<file path="src/rtl/uart_tx.sv">
`default_nettype none
// ============================================================================
//  Module   : uart_tx
//  Purpose  : UART transmitter. Serializes a parallel word onto `dout` as an
//             asynchronous frame: start bit, data bits LSB first, optional
//             parity bit, then one or two stop bits. Every bit lasts
//             CLKS_PER_BIT clocks, which matches the receiver's oversample
//             ratio, so a direct tx->rx loopback needs no extra divider.
//  Ports    : clk        - system clock, rising edge
//             rst_n      - synchronous reset, active low
//             data       - word to transmit, sampled only on handshake
//             data_valid - source presents a word on `data`
//             ready      - transmitter can accept a word this cycle
//             dout       - serial line, idles high
//             busy       - frame in progress
//  Revision : 1.0 - initial release
// ============================================================================
module uart_tx #(
    parameter int CLKS_PER_BIT = 16,
    parameter int DATA_BITS    = 8,
    parameter int PARITY_EN    = 0,
    parameter int PARITY_ODD   = 0,
    parameter int STOP_BITS    = 1
) (
    input  logic                 clk,
    input  logic                 rst_n,
    input  logic [DATA_BITS-1:0] data,
    input  logic                 data_valid,
    output logic                 ready,
    output logic                 dout,
    output logic                 busy
);

    localparam int             CNT_W      = $clog2(CLKS_PER_BIT);
    localparam logic [CNT_W-1:0] C_CNT_MAX = CNT_W'(CLKS_PER_BIT - 1);
    // The bit index doubles as the stop-bit counter; 3 bits cover 0..7.
    localparam logic [2:0]     C_IDX_LAST  = 3'(DATA_BITS - 1);
    localparam logic [2:0]     C_STOP_LAST = 3'(STOP_BITS - 1);
    localparam logic           C_PAR_INV   = (PARITY_ODD != 0) ? 1'b1 : 1'b0;

    typedef enum logic [2:0] {
        S_IDLE   = 3'd0,
        S_START  = 3'd1,
        S_DATA   = 3'd2,
        S_PARITY = 3'd3,
        S_STOP   = 3'd4
    } state_t;

    state_t               state_q, state_d;
    logic [CNT_W-1:0]     cnt_q,   cnt_d;
    logic [2:0]           idx_q,   idx_d;
    logic [DATA_BITS-1:0] shreg_q, shreg_d;
    logic                 par_q,   par_d;
    logic                 dout_q,  dout_d;
    logic                 busy_q,  busy_d;
    logic                 ready_q, ready_d;
    logic                 bit_end;

    assign bit_end = (cnt_q == C_CNT_MAX);

    always_comb begin
        state_d = state_q;
        cnt_d   = cnt_q;
        idx_d   = idx_q;
        shreg_d = shreg_q;
        par_d   = par_q;
        dout_d  = dout_q;
        busy_d  = busy_q;

        // Baud counter free-runs inside a frame and wraps at each bit boundary.
        if (state_q != S_IDLE) begin
            cnt_d = bit_end ? '0 : cnt_q + 1'b1;
        end

        case (state_q)
            S_IDLE: begin
                cnt_d  = '0;
                idx_d  = '0;
                dout_d = 1'b1;
                busy_d = 1'b0;
                // ready is high in IDLE, so data_valid alone completes the handshake.
                if (data_valid) begin
                    state_d = S_START;
                    shreg_d = data;
                    par_d   = (^data) ^ C_PAR_INV;
                    dout_d  = 1'b0;
                    busy_d  = 1'b1;
                end
            end
            S_START: begin
                if (bit_end) begin
                    state_d = S_DATA;
                    idx_d   = '0;
                    dout_d  = shreg_q[0];
                end
            end
            S_DATA: begin
                if (bit_end) begin
                    if (idx_q == C_IDX_LAST) begin
                        idx_d = '0;
                        if (PARITY_EN != 0) begin
                            state_d = S_PARITY;
                            dout_d  = par_q;
                        end else begin
                            state_d = S_STOP;
                            dout_d  = 1'b1;
                        end
                    end else begin
                        // dout is registered, so present the next bit one shift ahead.
                        shreg_d = shreg_q >> 1;
                        dout_d  = shreg_q[1];
                        idx_d   = idx_q + 3'd1;
                    end
                end
            end
            S_PARITY: begin
                if (bit_end) begin
                    state_d = S_STOP;
                    idx_d   = '0;
                    dout_d  = 1'b1;
                end
            end
            S_STOP: begin
                dout_d = 1'b1;
                if (bit_end) begin
                    if (idx_q == C_STOP_LAST) begin
                        state_d = S_IDLE;
                        busy_d  = 1'b0;
                        idx_d   = '0;
                    end else begin
                        idx_d = idx_q + 3'd1;
                    end
                end
            end
            default: begin
                state_d = S_IDLE;
                cnt_d   = '0;
                idx_d   = '0;
                dout_d  = 1'b1;
                busy_d  = 1'b0;
            end
        endcase

        ready_d = ~busy_d;
    end

    always_ff @(posedge clk) begin
        if (!rst_n) begin
            state_q <= S_IDLE;
            cnt_q   <= '0;
            idx_q   <= '0;
            shreg_q <= '0;
            par_q   <= 1'b0;
            dout_q  <= 1'b1;
            busy_q  <= 1'b0;
            ready_q <= 1'b1;
        end else begin
            state_q <= state_d;
            cnt_q   <= cnt_d;
            idx_q   <= idx_d;
            shreg_q <= shreg_d;
            par_q   <= par_d;
            dout_q  <= dout_d;
            busy_q  <= busy_d;
            ready_q <= ready_d;
        end
    end

    assign dout  = dout_q;
    assign busy  = busy_q;
    assign ready = ready_q;

endmodule
`default_nettype wire

</file>
<file path="config.mk">
export PLATFORM = sky130hd
export DESIGN_NAME = uart_tx
export DESIGN_NICKNAME = d
export VERILOG_FILES = /design/src/rtl/uart_tx.sv
export SDC_FILE = /design/constraint.sdc
export NUM_CORES = 1
export LEC_CHECK = 0
export CORE_ASPECT_RATIO = 1.4
export CORE_MARGIN = 5
export CORE_UTILIZATION = 57
export DETAILED_ROUTE_END_ITERATION = 10
export GPL_TIMING_DRIVEN = 0
export PLACE_DENSITY = 0.82
export SLEW_MARGIN = 25
export SYNTH_ARGS = -nofsm -noshare
export SYNTH_HDL_FRONTEND = slang
export SYNTH_SLANG_ARGS = --single-unit
</file>
<file path="constraint.sdc">
create_clock -name clk -period 2.9 [get_ports clk]
set_input_delay 0.29 -clock clk [delete_from_list [all_inputs] [get_ports clk]]
set_output_delay 0.29 -clock clk [all_outputs]
set_load 0.01 [all_outputs]
</file>
; ---- After elaboration in Yosys (flattened, before gate mapping)
; Cells that the tools add are included.
[totals]
reg_bits = 21
out_inout_bits = 3
[op_classes]
addsub = 2
n_eq_ne = 15
n_mux = 29
bitwise_logic = 1
n_reduce_logical = 12
[ops]
columns = cell, n
row1 = 3-bit 2-to-1 mux, 12
row2 = 8-bit 2-to-1 mux, 3
row3 = 2-bit != test (second input constant), 8
row4 = 8-bit case mux with 2 select lines, 1
row5 = 3-bit case mux with 5 select lines, 1
row6 = 3-bit case mux with 3 select lines, 1
row7 = 1-bit 2-to-1 mux, 8
row8 = 7-bit AND reduction, 1
row9 = 3-bit by 2-bit == test with 1-bit output (second input constant), 2
row10 = 3-bit == test (second input constant), 2
row11 = 3-bit logical NOT, 2
row12 = 3-bit AND reduction, 2
row13 = 4-bit by 1-bit adder with 4-bit output (second input constant), 1
row14 = 4-bit == test (second input constant), 1
row15 = 4-bit 2-to-1 mux, 1
row16 = 1-bit case mux with 4 select lines, 1
row17 = 4-bit AND reduction, 1
row18 = 4-bit OR reduction, 1
row19 = 3-bit by 1-bit adder with 3-bit output (second input constant), 1
row20 = 3-bit by 1-bit == test with 1-bit output (second input constant), 1
row21 = 1-bit case mux with 3 select lines, 1
row22 = 3-bit nonzero test, 1
row23 = 3-bit OR reduction, 1
row24 = 2-bit by 1-bit != test with 1-bit output (second input constant), 1
row25 = 4 further kinds, 4

; ---- Depth between registers and ports, before layout
; Gate-level depths: netlist of run 1.
[logic_depth]
ltp_word = 5
depth_mapped = 5
depth_no_buf = 5

; ---- Worst setup path after synthesis of run 1
; OpenSTA, ideal clock, no wires.
[synth_path]
path_type = register to register
from = register idx_q[0]
to = register shreg_q[0]
setup_ns = 0.095
arrival_time_ns = 1.391
required_time_ns = 2.805
path_slack_ns = 1.413
path_stages_with_launch = 6
path_buffers = 0
path_cell_list = dfxtp_1 -> ha_1 -> ha_1 -> nor4b_4 -> nand2_1 -> a221oi_1
[synth_between]
elab_chain_len = 3
[synth_rtl]
columns = item, line_no
row1 = start: declaration, 51  ; logic [2:0] idx_q, idx_d;
row2 = start signal: assignment, 160  ; idx_q <= idx_d;
row3 = 3-bit == test, 99  ; if (idx_q == C_IDX_LAST) begin
row4 = 2-bit != test (no line), n/a
row5 = 4-bit AND reduction (no line), n/a
row6 = end signal: assignment, 161  ; shreg_q <= shreg_d;
row7 = end: declaration, 52  ; logic [DATA_BITS-1:0] shreg_q, shreg_d;
; Every way passes these cells.
; A chain may end at the register's enable or synchronous reset.

; ---- Worst setup path after layout of run 1
[layout_path]
from = register cnt_q[0]
to = register shreg_q[4]
[layout_between]
elab_chain_len = 3
[layout_rtl]
columns = item, line_no
row1 = start: declaration, 50  ; logic [CNT_W-1:0] cnt_q, cnt_d;
row2 = start signal: assignment, 159  ; cnt_q <= cnt_d;
row3 = 4-bit == test, 59  ; assign bit_end = (cnt_q == C_CNT_MAX);
row4 = 2-bit != test (no line), n/a
row5 = 4-bit AND reduction (no line), n/a
; Every way passes these cells.

==> results of run 1 <==
## cells in the mapped netlist (all sizes together)
cell type	count	area share, %
o2111ai	1	0.78
a21oi	6	2.7
nand3	4	1.8
inv	7	2.3
or3b	1	0.78
mux2i	9	8.0
o211ai	1	0.67
buf	5	3.9
nor3b	2	1.8
clkinv	1	0.33
nor3	3	1.3
dfxtp	21	37
nand3b	1	0.67
and3	2	1.6
a22oi	1	0.67
nand4b	3	2.3
nand2	5	1.7
clkbuf	2	0.67
nand2b	1	0.56
o21ai	6	2.7
xnor2	1	0.78
a211o	1	0.78
o311a	1	0.89
nor2b	4	2.2
o21a	2	1.3
a21boi	1	0.67
nor2	12	4.0
or3	2	1.1
a21o	1	0.67
ha	4	4.4
nor4b	2	2.9
a221oi	7	5.4
o2111a	1	1.0
o31ai	2	1.3
## where the power goes
part	internal, uW	total, uW	switching [uW]
clock	53.7	143	89.7
sequential	304	313	8.47
combinational	43.9	82.6	38.7
total	402	539	137
## worst max-delay path by stage
stage                       to  slack [ps]
global route        shreg_q[4]         900
detailed placement  shreg_q[4]        1040
floorplan           shreg_q[0]        1410
CTS                 shreg_q[4]        1130
finish              shreg_q[4]        1110
global placement    shreg_q[6]        1110
## registers in the layout (all words and copies together) (netlist names)
register	flops
shreg_q	8
cnt_q	4
idx_q	3
state_q	3
busy	1
dout	1
ready	1
## layout by cell type (no fill, tap or decap), types with 2 or more instances in the layout
cell	n
dfxtp_1	21
clkdlybuf4s50_1	13
nor2_1	12
mux2i_1	9
inv_1	7
a221oi_1	7
a21oi_1	6
nand2_1	5
nand3_1	4
nor2b_1	4
o21ai_0	4
ha_1	4
buf_6	3
clkbuf_1	3
nand4b_1	3
nor3_1	3
clkbuf_4	3
buf_2	2
o21ai_1	2
or3_1	2
o31ai_1	2
o21a_1	2
## final cells by class
class / instances / area (um2)
fill: 169 / 616.8
tap: 21 / 26.28
timing repair buffer: 13 / 130.1
multi-input combinational: 87 / 624.3
buffer: 7 / 51.30
clock buffer: 4 / 26.28
sequential: 21 / 420.4
inverter: 8 / 30.03
## layer usage
| layer | vias to the layer above | GRT usage (%) | part of all wire, % |
|---|---|---|---|
| li1 | 487 | - | - |
| met1 | 465 | 18.13 | 43 |
| met2 | 14 | 31.04 | 54 |
| met3 | 2 | 3.746 | 2.7 |
| met4 | 0 | 9.428 | 0.86 |
| met5 | - | 0 | 0 |
## through the flow
stage,hold slack (ps),instance area (um2)
floorplan,426.0,1126
global placement,468.4,1282
CTS,491.6,1309
finish,484.9,1309
detailed placement,474.5,1282
global route,504.9,1309
## worst max-delay path, delay by kind of cell (launching register included)
| family | cells | cell delay [ps] |
|---|---|---|
| and+or+nand+nor | 2 | 430 |
| DFF | 1 | 390 |
| AOI/OAI and AO/OA | 1 | 340 |
| buffers and inverters | 1 | 290 |
| adders and majority gates | 1 | 250 |
## logic make-up (layout without fill, tap and decap cells)
group / Yosys count / after routing / synth area share, %
multiplexers: 9 / 9 / 8.000
adder cells (fa/ha/maj): 4 / 4 / 4.445
flip-flops: 21 / 21 / 37.33
AND/OR/NAND/NOR: 42 / 42 / 22.67
buffers and inverters: 15 / 32 / 7.222
XOR/XNOR: 1 / 1 / 0.7779
AO/OA/AOI/OAI: 31 / 31 / 19.56
==> results.py, run 1 <==
metrics = {
    "cts": {
        "path_clk_slew_ps": 120,
        "h-tree-depth": 1,
        "clk_latency_ps": 300,
        "cts_buffers": 3,
        "cts_buffer_depth": 2,
        "cts.sinks": 21,
        "post_cts_resized": 0,
        "postCtsSetupBuffers": 0,
        "cts-hold-fix-buffers": 0,
        "cts_tree": "built",
        "cts_root_buf": "clkbuf_4",
    },
    "finish": {
        "area_delta_synth_final_pct": 16.22,
        "antenna_cells": 0,
        "layout.nets": 156,
        "drive_above_1_share_pct": 7.857,
        "final_cells": 161,
        "utilization_pct": 67.97,
    },
    "drt": {
        "dr.pass1.iters": 4,
        "vias": 968,
        "postRouteAntennaNets": 0,
        "drcViolationCount": 0,
        "drtIter0Drc": 14,
        "via_per_inst": 6.012,
        "wl_mm": 2.337,
        "wire_per_inst_um": 14.52,
    },
    "sta": {
        "finalSetupViolCount": 0,
        "finalHoldViolCount": 0,
        "rsz0062_at_grt": "no",
        "period_needed_ps": 1788,
        "clock_skew_ps": 2.520,
        "drv_slew": 0,
        "final.setup.tns_ps": 0,
        "fin_crit_sh_pct": 61.65,
        "clock.fmax_mhz": 559.4,
        "worstMarginPinSlew_ps": 424.5,
        "slew_headroom_pct": 71.70,
        "fin_ws_ps": 1112,
    },
    "hold_path": {
        "hp-start": "idx_q[1]",
        "whs_path_depth": 2,
        "worst_hold_path.endpoint": "idx_q[1]",
        "hold_class": "reg -> reg",
    },
    "worst_setup_path": {
        "rr_worst_depth": 5,
        "slowest_stage": "dfxtp_1",
        "timing.rr.end": "shreg_q[4]",
        "critical_path.max_stage_delay_ps": 390,
        "path_cells": "ha_1 -> and3_1 -> clkbuf_1 -> nand2_1 -> a221oi_1",
        "r2r_start": "cnt_q[0]",
        "cp.required_ps": 3110,
        "crit_path_start": "cnt_q[0]",
        "arrival_ps": 2000,
        "cp-start-kind": "register",
        "setup.worst_path.end_class": "register",
        "worstSetupPathType": "reg -> reg",
        "reg2reg_slack_ps": 1110,
        "crit_fanout": 7,
    },
    "job": {
        "drv_cap": 0,
    },
    "floorplanning": {
        "start_util_pct": 58.48,
        "die_area_mm2": 0.002977,
        "io_pins": 14,
        "placementRows": 19,
        "die_h_um": 62.59,
        "core_mm2": 0.001926,
        "die_w_um": 47.57,
    },
    "synth": {
        "synth.distinct_cells": 39,
        "ys_seq_area_share_pct": 37.33,
        "synth_area_per_cell_um2": 9.155,
        "syn_inst": 123,
        "ys_ff_latch": 21,
        "synth_warnings": 0,
        "syn-num-nets": 138,
        "syn_area_mm2": 0.001126,
    },
    "status": {
        "outcome": "finished, final reports clean",
    },
    "placement": {
        "place_congestion": 0.7623,
        "numPortBuffers": 13,
        "place_inst": 157,
        "pre_cts_ws_ps": 1043,
        "dp_hpwl_mm": 1.786,
    },
    "global_route": {
        "grt_pass1_wl_mm": 3.946,
        "antenna_found_initial": 0,
        "grt_max_degree": 12,
        "first_global_vias": 975,
        "grt_overflow": 0,
        "grt_usage_pct": 17.75,
    },
    "power_and_ir_drop": {
        "p_total_uw": 538.5,
        "powerDensity_mw_per_mm2": 411.5,
        "max-vdd-ir-drop_mv": 0.3640,
        "p_leak_uw": 0.0004758,
    },
}
Note: power is estimated with default switching activity, not from simulation.
==> run 2: changes to the inputs <==
CORE_UTILIZATION = 53   (was 57)
PLACE_DENSITY = 0.77   (was 0.82)
clock period = 1.79 ns   (was 2.9 ns; I/O delays follow)
==> run 2 against run 1 <==
Net effect:
- register-to-register slack got worse by 1000 ps
- critical path depth did not move
- first-iteration DRC count increased by 29%
- wire length down 5.9%
- critical path type unchanged
- worst hold slack got worse by 55 ps
- count of clock-buffer cells in the layout unchanged
==> results.py, run 2 (synthesis results as in run 1) <==
metrics = {
    "hold_path": {
        "whs_path_depth": 3,
        "hp-start": "data[7]",
        "worst_hold_path.endpoint": "shreg_q[7]",
        "hold_class": "in -> reg",
    },
    "global_route": {
        "antenna_found_initial": 0,
        "grt_usage_pct": 15.25,
        "grt_max_degree": 12,
        "first_global_vias": 915,
        "grt_pass1_wl_mm": 3.939,
        "grt_overflow": 0,
    },
    "sta": {
        "fin_crit_sh_pct": 93.62,
        "finalSetupViolCount": 0,
        "drv_slew": 0,
        "slew_headroom_pct": 72.52,
        "clock_skew_ps": 12.16,
        "rsz0062_at_grt": "yes",
        "worstMarginPinSlew_ps": 412.2,
        "finalHoldViolCount": 0,
        "period_needed_ps": 1676,
        "final.setup.tns_ps": 0,
        "clock.fmax_mhz": 596.7,
    },
    "cts": {
        "h-tree-depth": 1,
        "cts-hold-fix-buffers": 0,
        "cts_tree": "built",
        "cts.sinks": 21,
        "cts_root_buf": "clkbuf_4",
        "path_clk_slew_ps": 120,
        "postCtsSetupBuffers": 0,
        "clk_latency_ps": 310,
        "post_cts_resized": 0,
        "cts_buffers": 3,
        "cts_buffer_depth": 2,
    },
    "drt": {
        "vias": 958,
        "drtIter0Drc": 18,
        "wire_per_inst_um": 13.74,
        "drcViolationCount": 0,
        "dr.pass1.iters": 5,
        "postRouteAntennaNets": 0,
        "wl_mm": 2.199,
        "via_per_inst": 5.988,
    },
    "worst_setup_path": {
        "crit_fanout": 7,
        "r2r_start": "idx_q[0]",
        "worstSetupPathType": "reg -> reg",
        "critical_path.max_stage_delay_ps": 350,
        "slowest_stage": "dfxtp_1",
        "setup.worst_path.end_class": "register",
        "cp.required_ps": 2000,
        "arrival_ps": 1890,
        "path_cells": "ha_1 -> ha_1 -> nor4b_4 -> nand2_2 -> a221oi_1",
        "rr_worst_depth": 5,
        "cp_common_cell": "ha_1",
        "cp-start-kind": "register",
        "reg2reg_slack_ps": 110,
        "timing.rr.end": "shreg_q[6]",
    },
    "power_and_ir_drop": {
        "pwr-share-comb_pct": 15.1,
        "p_switching_uw": 223.6,
        "pwr-share-clk_pct": 26.9,
        "max-vdd-ir-drop_mv": 0.4893,
        "p_sw_share_pct": 25.57,
        "seq_power_share_pct": 57.9,
        "powerDensity_mw_per_mm2": 668.6,
        "p_total_uw": 874.2,
        "p_leak_uw": 0.0004756,
        "internal_power_uw": 650.7,
    },
    "floorplanning": {
        "core_mm2": 0.001997,
        "start_util_pct": 56.39,
        "placementRows": 19,
        "die_h_um": 64.54,
        "io_pins": 14,
        "die_area_mm2": 0.003160,
        "die_w_um": 48.96,
    },
    "finish": {
        "final_common_cell": "dfxtp_1",
        "final_cell_mix": "dfxtp_1, clkdlybuf4s50_1, nor2_1",
        "max_flop_register": "shreg_q",
        "nFillCells": 182,
        "drive_above_1_share_pct": 8.633,
        "reg.largest.list": "shreg_q x8, cnt_q x4",
        "antenna_cells": 0,
        "area_delta_synth_final_pct": 16.11,
        "largest_register_ffs": 8,
        "layout.nets": 155,
    },
    "placement": {
        "dp_hpwl_mm": 1.689,
        "numPortBuffers": 13,
        "place_congestion": 0.7460,
    },
    "job": {
        "drv_cap": 0,
    },
    "status": {
        "outcome": "finished, final reports clean",
    },
}
## run 2: changes by cell type in the layout (fill, tap and decap cells not counted)
| cell | delta |
|---|---|
| clkbuf_1 | -1 |
| nand2_1 | -1 |
| nand2_2 | +1 |
## run 2: worst max path at each step
stage / start / endpoint / slack [ps] / cells after the start
after floorplan: idx_q[0] / shreg_q[0] / 300 / 5
after global placement: idx_q[0] / shreg_q[6] / 90 / 5
after detailed placement: idx_q[0] / shreg_q[6] / 70 / 5
after CTS: idx_q[0] / shreg_q[6] / 30 / 5
after global routing: idx_q[1] / shreg_q[1] / -20 / 5
final: idx_q[0] / shreg_q[6] / 110 / 5
## run 2: routing by layer
layer  part of all wire (%)  track usage (%)
met4                    2.8            9.091
met1                     43            16.69
met5                      0                0
met2                     52            27.61
met3                    2.6            1.835
## run 2: power groups by stage
| stage | combinational [uW] | sequential, uW | clock [uW] |
|---|---|---|---|
| floorplan | 80.0 | 517 | 0 |
| global placement | 129 | 516 | 0 |
| detailed placement | 133 | 518 | 0 |
| CTS | 134 | 507 | 232 |
| global route | 148 | 510 | 262 |
| finish | 132 | 506 | 235 |
## run 2: layout make-up
cell class | instances | area (um2) | share of cell area (%)
plain buffers | 6 | 47.55 | 3.636
flip-flops and latches | 21 | 420.4 | 32.15
repair buffers | 13 | 130.1 | 9.952
clock buffers | 4 | 26.28 | 2.010
inverters | 8 | 30.03 | 2.297
well taps | 21 | 26.28 | 2.010
multi-input cells | 87 | 626.9 | 47.94
## run 2: stage by stage
step                setup WS [ps]  cell area [um2]  cells  utilization [%]  hold WS (ps)
finish                      114.1             1308    160            65.48         430.1
global route               -15.98             1308    160            65.48         422.4
CTS                         26.67             1309    161            65.54         422.2
detailed placement          72.21             1282    157            64.22         489.3
global placement            92.12             1282    157            64.22         473.0
floorplan                   303.5             1126    123                -         315.0
## run 2: worst max-delay path: cells and delay by family, from the launching register on
kind / cells / cell delay, ps
AND/OR/NAND/NOR: 2 / 460
flip-flops: 1 / 350
AO/OA/AOI/OAI: 1 / 300
adder cells (fa/ha/maj): 2 / 470
==> run 3: changes to the inputs <==
--- a/config.mk
+++ b/config.mk
@@ -8,8 +8,9 @@
 export CORE_ASPECT_RATIO = 1.4
 export CORE_MARGIN = 5
-export CORE_UTILIZATION = 53
+export CORE_UTILIZATION = 56
+export CTS_BUF_LIST = sky130_fd_sc_hd__clkbuf_4 sky130_fd_sc_hd__clkbuf_8
 export DETAILED_ROUTE_END_ITERATION = 10
 export GPL_TIMING_DRIVEN = 0
-export PLACE_DENSITY = 0.77
+export PLACE_DENSITY = 0.8
 export SLEW_MARGIN = 25
 export SYNTH_ARGS = -nofsm -noshare
==> constraint.sdc (replaced) <==
create_clock -name clk -period 1.79 [get_ports clk]
set_input_delay 0.179 -clock clk [delete_from_list [all_inputs] [get_ports clk]]
set_output_delay 0.179 -clock clk [all_outputs]
set_load 0.005 [all_outputs]
==> run 3 against run 2 <==
Net effect:
- via count fell by 1.6%
- sequential power barely moved
- cell count did not move
- setup slack improved by 22 ps
- worst hold slack got worse by 24 ps
- register-to-register slack improved by 20 ps
- sequential cell count did not move
- count of clock-buffer cells in the layout fell by 1
- clock power barely moved
- largest power group unchanged
- highest routed layer unchanged
==> results.py, run 3 (synthesis results as in run 1) <==
metrics = {
    "placement": {
        "place_congestion": 0.7749,
        "placed_cell_area_mm2": 0.001282,
        "dp_hpwl_mm": 1.638,
        "numPortBuffers": 13,
    },
    "cts": {
        "clk_latency_ps": 310,
        "path_clk_slew_ps": 120,
        "cts.sinks": 21,
        "cts_buffer_depth": 2,
        "postCtsSetupBuffers": 0,
        "h-tree-depth": 1,
        "cts_buffers": 3,
        "cts_tree": "built",
        "cts_root_buf": "clkbuf_4",
    },
    "floorplanning": {
        "core_mm2": 0.001949,
        "die_w_um": 47.90,
        "die_h_um": 63.06,
        "die_area_mm2": 0.003020,
        "start_util_pct": 57.77,
        "io_pins": 14,
        "placementRows": 19,
    },
    "finish": {
        "final_cell_mix": "dfxtp_1, clkdlybuf4s50_1, nor2_1",
        "final_common_cell": "dfxtp_1",
        "reg.largest.list": "shreg_q x8, cnt_q x4",
        "layout.nets": 155,
        "design_area_mm2": 0.001309,
        "drive_above_1_share_pct": 9.353,
        "max_flop_register": "shreg_q",
        "largest_register_ffs": 8,
        "area_delta_synth_final_pct": 16.22,
        "nFillCells": 176,
        "antenna_cells": 0,
    },
    "power_and_ir_drop": {
        "p_leak_uw": 0.0004784,
        "powerDensity_mw_per_mm2": 665.2,
        "max-vdd-ir-drop_mv": 0.6781,
    },
    "sta": {
        "rsz0062_at_grt": "no",
        "clock.fmax_mhz": 604.8,
        "period_needed_ps": 1654,
        "finalHoldViolCount": 0,
        "drv_slew": 0,
        "slew_headroom_pct": 73.42,
        "clock_skew_ps": 0.8195,
        "fin_crit_sh_pct": 92.38,
        "finalSetupViolCount": 0,
        "worstMarginPinSlew_ps": 398.7,
        "final.setup.tns_ps": 0,
    },
    "worst_setup_path": {
        "cp-start-kind": "register",
        "cp.required_ps": 2020,
        "crit_fanout": 7,
        "timing.rr.end": "shreg_q[6]",
        "rr_worst_depth": 5,
        "r2r_start": "idx_q[0]",
        "arrival_ps": 1880,
        "reg2reg_slack_ps": 140,
        "worstSetupPathType": "reg -> reg",
        "setup.worst_path.end_class": "register",
        "crit_path_start": "idx_q[0]",
    },
    "drt": {
        "drcViolationCount": 0,
        "dr.pass1.iters": 4,
        "wire_per_inst_um": 13.04,
        "wl_mm": 2.087,
        "drt-met1-wl_um": 910,
        "routed-wl-met3_um": 64,
        "via_per_inst": 5.894,
        "routed.top_layer": "met4",
        "dr_wl_met2_mm": 1.069,
        "postRouteAntennaNets": 0,
        "drtIter0Drc": 32,
        "vias": 943,
    },
    "hold_path": {
        "hp-start": "data[7]",
        "whs_path_depth": 3,
        "hold_class": "in -> reg",
        "worst_hold_path.endpoint": "shreg_q[7]",
    },
    "global_route": {
        "grt_max_degree": 13,
        "antenna_found_initial": 0,
        "grt_usage_pct": 17.18,
        "first_global_vias": 918,
        "grt_overflow": 0,
        "grt_pass1_wl_mm": 3.898,
    },
    "status": {
        "outcome": "finished, final reports clean",
    },
    "job": {
        "drv_cap": 0,
    },
}
-- run 3: cell count changes in the layout (fill, tap and decap cells not counted) --
cell | previous run | this run
clkbuf_1 | 2 | 1
clkinv_2 | 0 | 1
-- run 3: cell type report --
class / instances / area [um2] / area share [%]
well taps: 21 / 26.28 / 2.008
plain buffers: 6 / 47.55 / 3.633
flip-flops and latches: 21 / 420.4 / 32.12
multi-input cells: 87 / 626.9 / 47.90
repair buffers: 13 / 130.1 / 9.943
inverters: 8 / 30.03 / 2.294
clock inverters: 1 / 5.005 / 0.3824
clock buffers: 3 / 22.52 / 1.721
-- run 3: per-layer routing --
layer	GRT usage (%)	up-vias
met5	0	-
met4	7.071	0
met1	19.26	439
li1	-	485
met2	29.47	14
met3	3.419	5
-- run 3: timing repair --
| item | 4_1_cts | 5_1_grt |
|---|---|---|
| hold buffers | 0 | 0 |
| gates resized for setup | 0 | 1 |
| setup endpoints to repair | 0 | 7 |
-- run 3: power by group --
part | leakage, uW | total [uW] | internal [uW] | switching (uW)
Clock | 0.0000177 | 236 | 83.7 | 152
Combinational | 0.000288 | 129 | 70.8 | 57.7
Sequential | 0.000172 | 506 | 493 | 13.3
-- run 3: worst max-delay path by stage --
stage | endpoint | slack [ps] | cells past startpoint
2_1_floorplan | shreg_q[0] | 300 | 5
4_1_cts | shreg_q[6] | 40 | 5
6_report | shreg_q[6] | 140 | 5
5_1_grt | shreg_q[5] | 20 | 5
3_3_place_gp | shreg_q[0] | 100 | 5
3_5_place_dp | shreg_q[6] | 80 | 5
-- run 3: through the flow --
stage                     worst slack (ps)  total power, uW  hold WS, ps  util [%]  std cells
final                                136.5            870.5        406.4     67.14        160
after detailed placement             81.82            647.5        484.8     65.79        157
after floorplan                      303.5            595.2        315.0         -        123
after global placement               103.0            643.3        474.1     65.79        157
after CTS                            37.14            882.4        412.0     67.20        161
after global routing                 16.04            927.1        430.5     67.14        160
-- run 3: worst max-delay path: stages (launching register included) --
cell	delay, ps
dfxtp_1	350
ha_1	200
ha_1	270
nor4b_4	300
nand2_2	160
a221oi_1	290
==> patch 1, RTL diff (settings of run 1) <==
Change the parameter `CLKS_PER_BIT` from 16 to 32.
--- a/src/rtl/uart_tx.sv
+++ b/src/rtl/uart_tx.sv
@@ -18,3 +18,3 @@
 module uart_tx #(
-    parameter int CLKS_PER_BIT = 16,
+    parameter int CLKS_PER_BIT = 32,
     parameter int DATA_BITS    = 8,
Function: same outputs for any inputs over 10 cycles, from zero or initial values and one cycle with rst_n low; that may be too few to reach the edited logic, so the function may still have changed.
==> patch 1 against run 1 <==
- setup slack lost 0.087 ns
- non-clock buffer count decreased by 1
- power decreased by 0.19%
- die area is 1.3% higher
- final cell count fell by 1.2%
- sequential cell count increased by 1
- routed wire length fell by 3.0%
- design area grew 0.29%
- area after synthesis is 1.6% higher
- largest cell class unchanged
==> patch 1: results (changes against run 1) <==
outcome: "finished, final reports clean"
use_met3_pct: 3.75  # unchanged
dp_hpwl_mm: 1.76  # -1.4%
synth.distinct_cells: 38  # -2.6%
switchingPower_uw: 134  # -1.9%
critPathLaunch: "cnt_q[0]$_SDFFE_PN0N_"
gr-usage-met1_pct: 17.6  # -0.50 points
multiInputGateArea_um2: 648  # +3.8%
netlist_instances: 123  # unchanged
grt_max_degree: 12  # unchanged
yosysSeqAreaShare_pct: 38.5  # +1.2 points
placed_area_um2: 1290  # +0.59%
finClkSkew_ns: 0.00268  # +0.000164 ns
power.leakage_nw: 0.539  # +13%
post_cts_buffers: 0  # unchanged
wl_mm: 2.27  # -3.0%
slowest_delay_ns: 0.37  # -0.02 ns
syn_nets: 140  # +1.4%
synthTopCellsByCount: "dfxtp_1, o21ai_0, nand2_1, a21oi_1, mux2i_1"
gr-usage-met2_pct: 29.3  # -1.7 points
timing.rr.end: "idx_q[0]$_SDFFE_PN0P_"
postCtsResizedCells: 0  # unchanged
cp.arrival_ns: 2.12  # +0.12 ns
port_buffers: 12  # -1
synth_warnings: 0  # unchanged
grt_use_total_pct: 17.2  # -0.55 points
antenna_found_initial: 0  # unchanged
synth_area_leaders: "dfxtp_1, ha_1, mux2i_1, o21ai_0, a21oi_1"
cp_max_fo: 10  # +3
drt-initial-drc-count: 28  # +14
holdCritPathClass: "input port to register"
crit_slowest_cell: "dfxtp_1"
n_fill_cell: 160  # -5.3%
vdd_drop_max_mv: 0.289  # -21%
place_ws_ns: 1.06  # +0.0135 ns
insertedDiodeCount: 0  # unchanged
vias: 914  # -5.6%
path_clk_slew_ns: 0.11
rr_worst_depth: 8  # +3
drt_pass1_iterations: 4  # unchanged
dp.cells: 156  # -0.64%
numCtsBuffers: 3  # unchanged
setup_ws_ns: 1.02  # -0.0874 ns
insertion_delay_ns: 0.31
hold_start: "rst_n"
holdPathStages: 2  # unchanged
whs_endpoint: "ready$_SDFF_PN1_"
wl_per_cell_um: 14.3  # -1.8%
slew_headroom_pct: 73.8  # +2.1 points
first_global_vias: 852  # -13%
place.gp.congestion: 0.763  # about the same
grt_pass1_wl_mm: 3.71  # -6.1%
top_regs: "shreg_q: 8 flops, cnt_q: 5 flops"
synthArstFlopShare_pct: 0  # unchanged
drive_gt1_share_pct: 11.6  # +3.7 points
## patch 1: cell types whose count changed after synthesis, sizes merged, moves of 5 or more
cell / change
a21oi: +5
o21ai: +7
nor2: -8
nand2: +5
inv: -5
a221oi: -7
nand2b: +5
## patch 1: metal layers
layer	part of all wire, %	vias to the layer above
met5	0	-
met1	38	424
met4	2.7	0
li1	-	469
met3	4.1	6
met2	55	15
## patch 1: layout make-up
type                            count  area share (%)
Buffer                              7            3.62
Clock buffer                        3            1.72
Inverter                            2           0.572
Multi-Input combinational cell     92            49.4
Sequential cell                    22            33.6
Tap cell                           21            2.00
Timing Repair Buffer               12            9.15
## patch 1: logic make-up (layout without fill, tap and decap cells)
| logic type | count (synthesis) | count (layout) | share of synthesized area [%] |
|---|---|---|---|
| mux | 7 | 7 | 6.13 |
| compound gates | 35 | 35 | 20.5 |
| flops | 22 | 22 | 38.5 |
| simple gates | 42 | 42 | 22.0 |
| xor+xnor | 2 | 2 | 1.53 |
| buf+inv | 9 | 24 | 4.81 |
| fa+ha+maj | 6 | 6 | 6.56 |
## patch 1: how the worst max path moves through the flow
stage / slack (ns) / end
2_1_floorplan: 1.25 / shreg_q[5]$_SDFFE_PN0P_
3_3_place_gp: 1.08 / idx_q[0]$_SDFFE_PN0P_
3_5_place_dp: 1.06 / idx_q[1]$_SDFFE_PN0P_
4_1_cts: 1.03 / idx_q[1]$_SDFFE_PN0P_
5_1_grt: 0.79 / idx_q[1]$_SDFFE_PN0P_
6_report: 1.02 / idx_q[0]$_SDFFE_PN0P_
## patch 1: per-stage QoR
| stage | hold WS (ns) | power [mW] |
|---|---|---|
| floorplan | 0.431 | 0.377 |
| global placement | 0.441 | 0.404 |
| detailed placement | 0.450 | 0.407 |
| CTS | 0.223 | 0.549 |
| global route | 0.207 | 0.573 |
| finish | 0.234 | 0.538 |
## patch 1: power by group through the flow
stage | Sequential [mW] | Clock [mW] | Combinational, mW
2_1_floorplan | 0.333 | 0 | 0.0432
3_3_place_gp | 0.333 | 0 | 0.0705
3_5_place_dp | 0.335 | 0 | 0.0722
4_1_cts | 0.328 | 0.149 | 0.0723
5_1_grt | 0.330 | 0.165 | 0.0790
6_report | 0.328 | 0.138 | 0.0715
## patch 1: critical path: cells and delay by family (launching register included)
| family | cells | cell delay (ns) |
|---|---|---|
| buf+inv | 1 | 0.34 |
| simple gates | 3 | 0.42 |
| flops | 1 | 0.37 |
| compound gates | 2 | 0.26 |
| fa+ha+maj | 2 | 0.42 |
==> patch 2, RTL diff (config.mk and constraints of run 1) <==
Without the edit above. Re-encode `state_t` (5 states) as one-hot, 5 bits wide.
--- a/src/rtl/uart_tx.sv
+++ b/src/rtl/uart_tx.sv
@@ -40,8 +40,8 @@
 
-    typedef enum logic [2:0] {
-        S_IDLE   = 3'd0,
-        S_START  = 3'd1,
-        S_DATA   = 3'd2,
-        S_PARITY = 3'd3,
-        S_STOP   = 3'd4
+    typedef enum logic [4:0] {
+        S_IDLE   = 5'b00001,
+        S_START  = 5'b00010,
+        S_DATA   = 5'b00100,
+        S_PARITY = 5'b01000,
+        S_STOP   = 5'b10000
     } state_t;
Function: no difference found for any inputs over 10 cycles, from zero or initial values and one cycle with rst_n low; not proved beyond that.
==> patch 2 against run 1 <==
- global-route usage increased by 0.35 points
- design area is 8.5% higher
- synthesized cell count rose by 18%
- sequential cell count rose by 1
- utilization is 1.2 points lower
- setup slack worse by 0.35 ns
- count of clock-buffer cells in the layout decreased by 1
- area after synthesis grew 11%
- clock skew increased by 0.00063 ns
- fmax down 17%
- routed wire length increased by 19%
- critical path type unchanged
- critical endpoint unchanged
- largest cell class unchanged
- highest routed layer unchanged
Power is not compared: it rests on default switching activity, and its combinational part moved more than twofold at a synthesized area within 25%.
==> patch 2: results (changes against run 1) <==
outcome: "finished, final reports clean"
dp_hpwl_mm: 2.15  # +20%
placed_area_um2: 1400  # +9.0%
drive_gt1_share_pct: 10.0  # +2.1 points
synth-xor-area-share_pct: 2.10  # +1.3 points
vdd_drop_max_mv: 0.398
slowest_delay_ns: 0.46  # +0.07 ns
syn_nets: 160  # +16%
holdCritPathClass: "input port to register"
yosysSeqAreaShare_pct: 35.2  # -2.1 points
place_ws_ns: 0.787  # -0.256 ns
via_per_inst: 6.43  # +6.9%
antenna_found_initial: 0  # unchanged
synth_adder_area_share_pct: 4.00  # -0.44 points
synth_ff_type: "dfxtp_1"
top_regs: "shreg_q: 8 flops, cnt_q: 4 flops, state_q: 4 flops"
finClkSkew_ns: 0.00315  # +0.000633 ns
switchingPower_uw: 211
ys_ff_latch: 22  # +4.8%
slew_headroom_pct: 37.3  # -34 points
crit_slowest_cell: "nor4b_4"
cp.arrival_ns: 2.32  # +0.32 ns
synthTopCellsByCount: "nand2_1, dfxtp_1, a21oi_1, nor3_1, nor2_1"
drt_pass1_iterations: 4  # unchanged
synth.distinct_cells: 44  # +13%
wl_mm: 2.79  # +19%
synth_area_um2: 1250  # +11%
grt_use_total_pct: 18.1  # +0.35 points
rr_worst_depth: 7  # +2
drt-initial-drc-count: 45  # +31
first_global_vias: 1218  # +25%
htree_num_levels: 1  # unchanged
synth_compound_area_share_pct: 21.2  # +1.7 points
grt_pass1_wl_mm: 4.74  # +20%
fin_nets: 177  # +13%
cp_max_fo: 10  # +3
synth_area_leaders: "dfxtp_1, nand2_1, a311oi_1, ha_1, nor4b_4"
place.gp.congestion: 0.826  # +8.4%
yosys-mux-area-fraction_pct: 1.70  # -6.3 points
port_buffers: 12  # -1
patch 2: cell types whose count changed in the layout (fill, tap and decap cells not counted), moves of 5 or more:
cell and delta:
nand2_1 +18, mux2i_1 -8, a221oi_1 -6, a311oi_1 +6
nor3_1 +6, nor2_1 -5
patch 2: per-stage QoR:
step | instances | util (%)
after global routing | 182 | 66.8
after CTS | 182 | 66.8
after detailed placement | 179 | 65.7
after floorplan | 145 | -
after global placement | 179 | 65.7
final | 182 | 66.8
patch 2: final timing paths:
path / start / end / slack, ns
max: state_q[2]$_SDFFE_PN0P_ / shreg_q[4]$_SDFFE_PN0P_ / 0.76
max reg2reg: state_q[2]$_SDFFE_PN0P_ / shreg_q[4]$_SDFFE_PN0P_ / 0.76
min reg2reg: shreg_q[7]$_SDFFE_PN0P_ / shreg_q[6]$_SDFFE_PN0P_ / 0.49
min: rst_n / shreg_q[7]$_SDFFE_PN0P_ / 0.37
patch 2: power by group through the flow:
stage                     clock network (mW)  registers (mW)  logic, mW
after floorplan                            0           0.349      0.142
after global placement                     0           0.350      0.189
after detailed placement                   0           0.351      0.195
after CTS                              0.140           0.344      0.196
after global routing                   0.156           0.348      0.215
final                                  0.137           0.345      0.197
patch 2: metal layers:
layer  routed length [um]  vias to the layer above  global-route usage (%)
met5                    0                        -                       0
met4                   61                        0                    10.2
met3                  155                        7                    1.36
met2                 1560                       44                    36.6
met1                 1010                      558                    16.9
li1                     -                      561                       -
patch 2: area by class of cell:
| class | count | area (um^2) |
|---|---|---|
| Multi-Input combinational cell | 107 | 717 |
| Fill cell | 183 | 707 |
| Sequential cell | 22 | 440 |
| Timing Repair Buffer | 12 | 120 |
| Buffer | 12 | 77.6 |
| Tap cell | 22 | 27.5 |
| Clock buffer | 3 | 22.5 |
| Inverter | 4 | 15.0 |
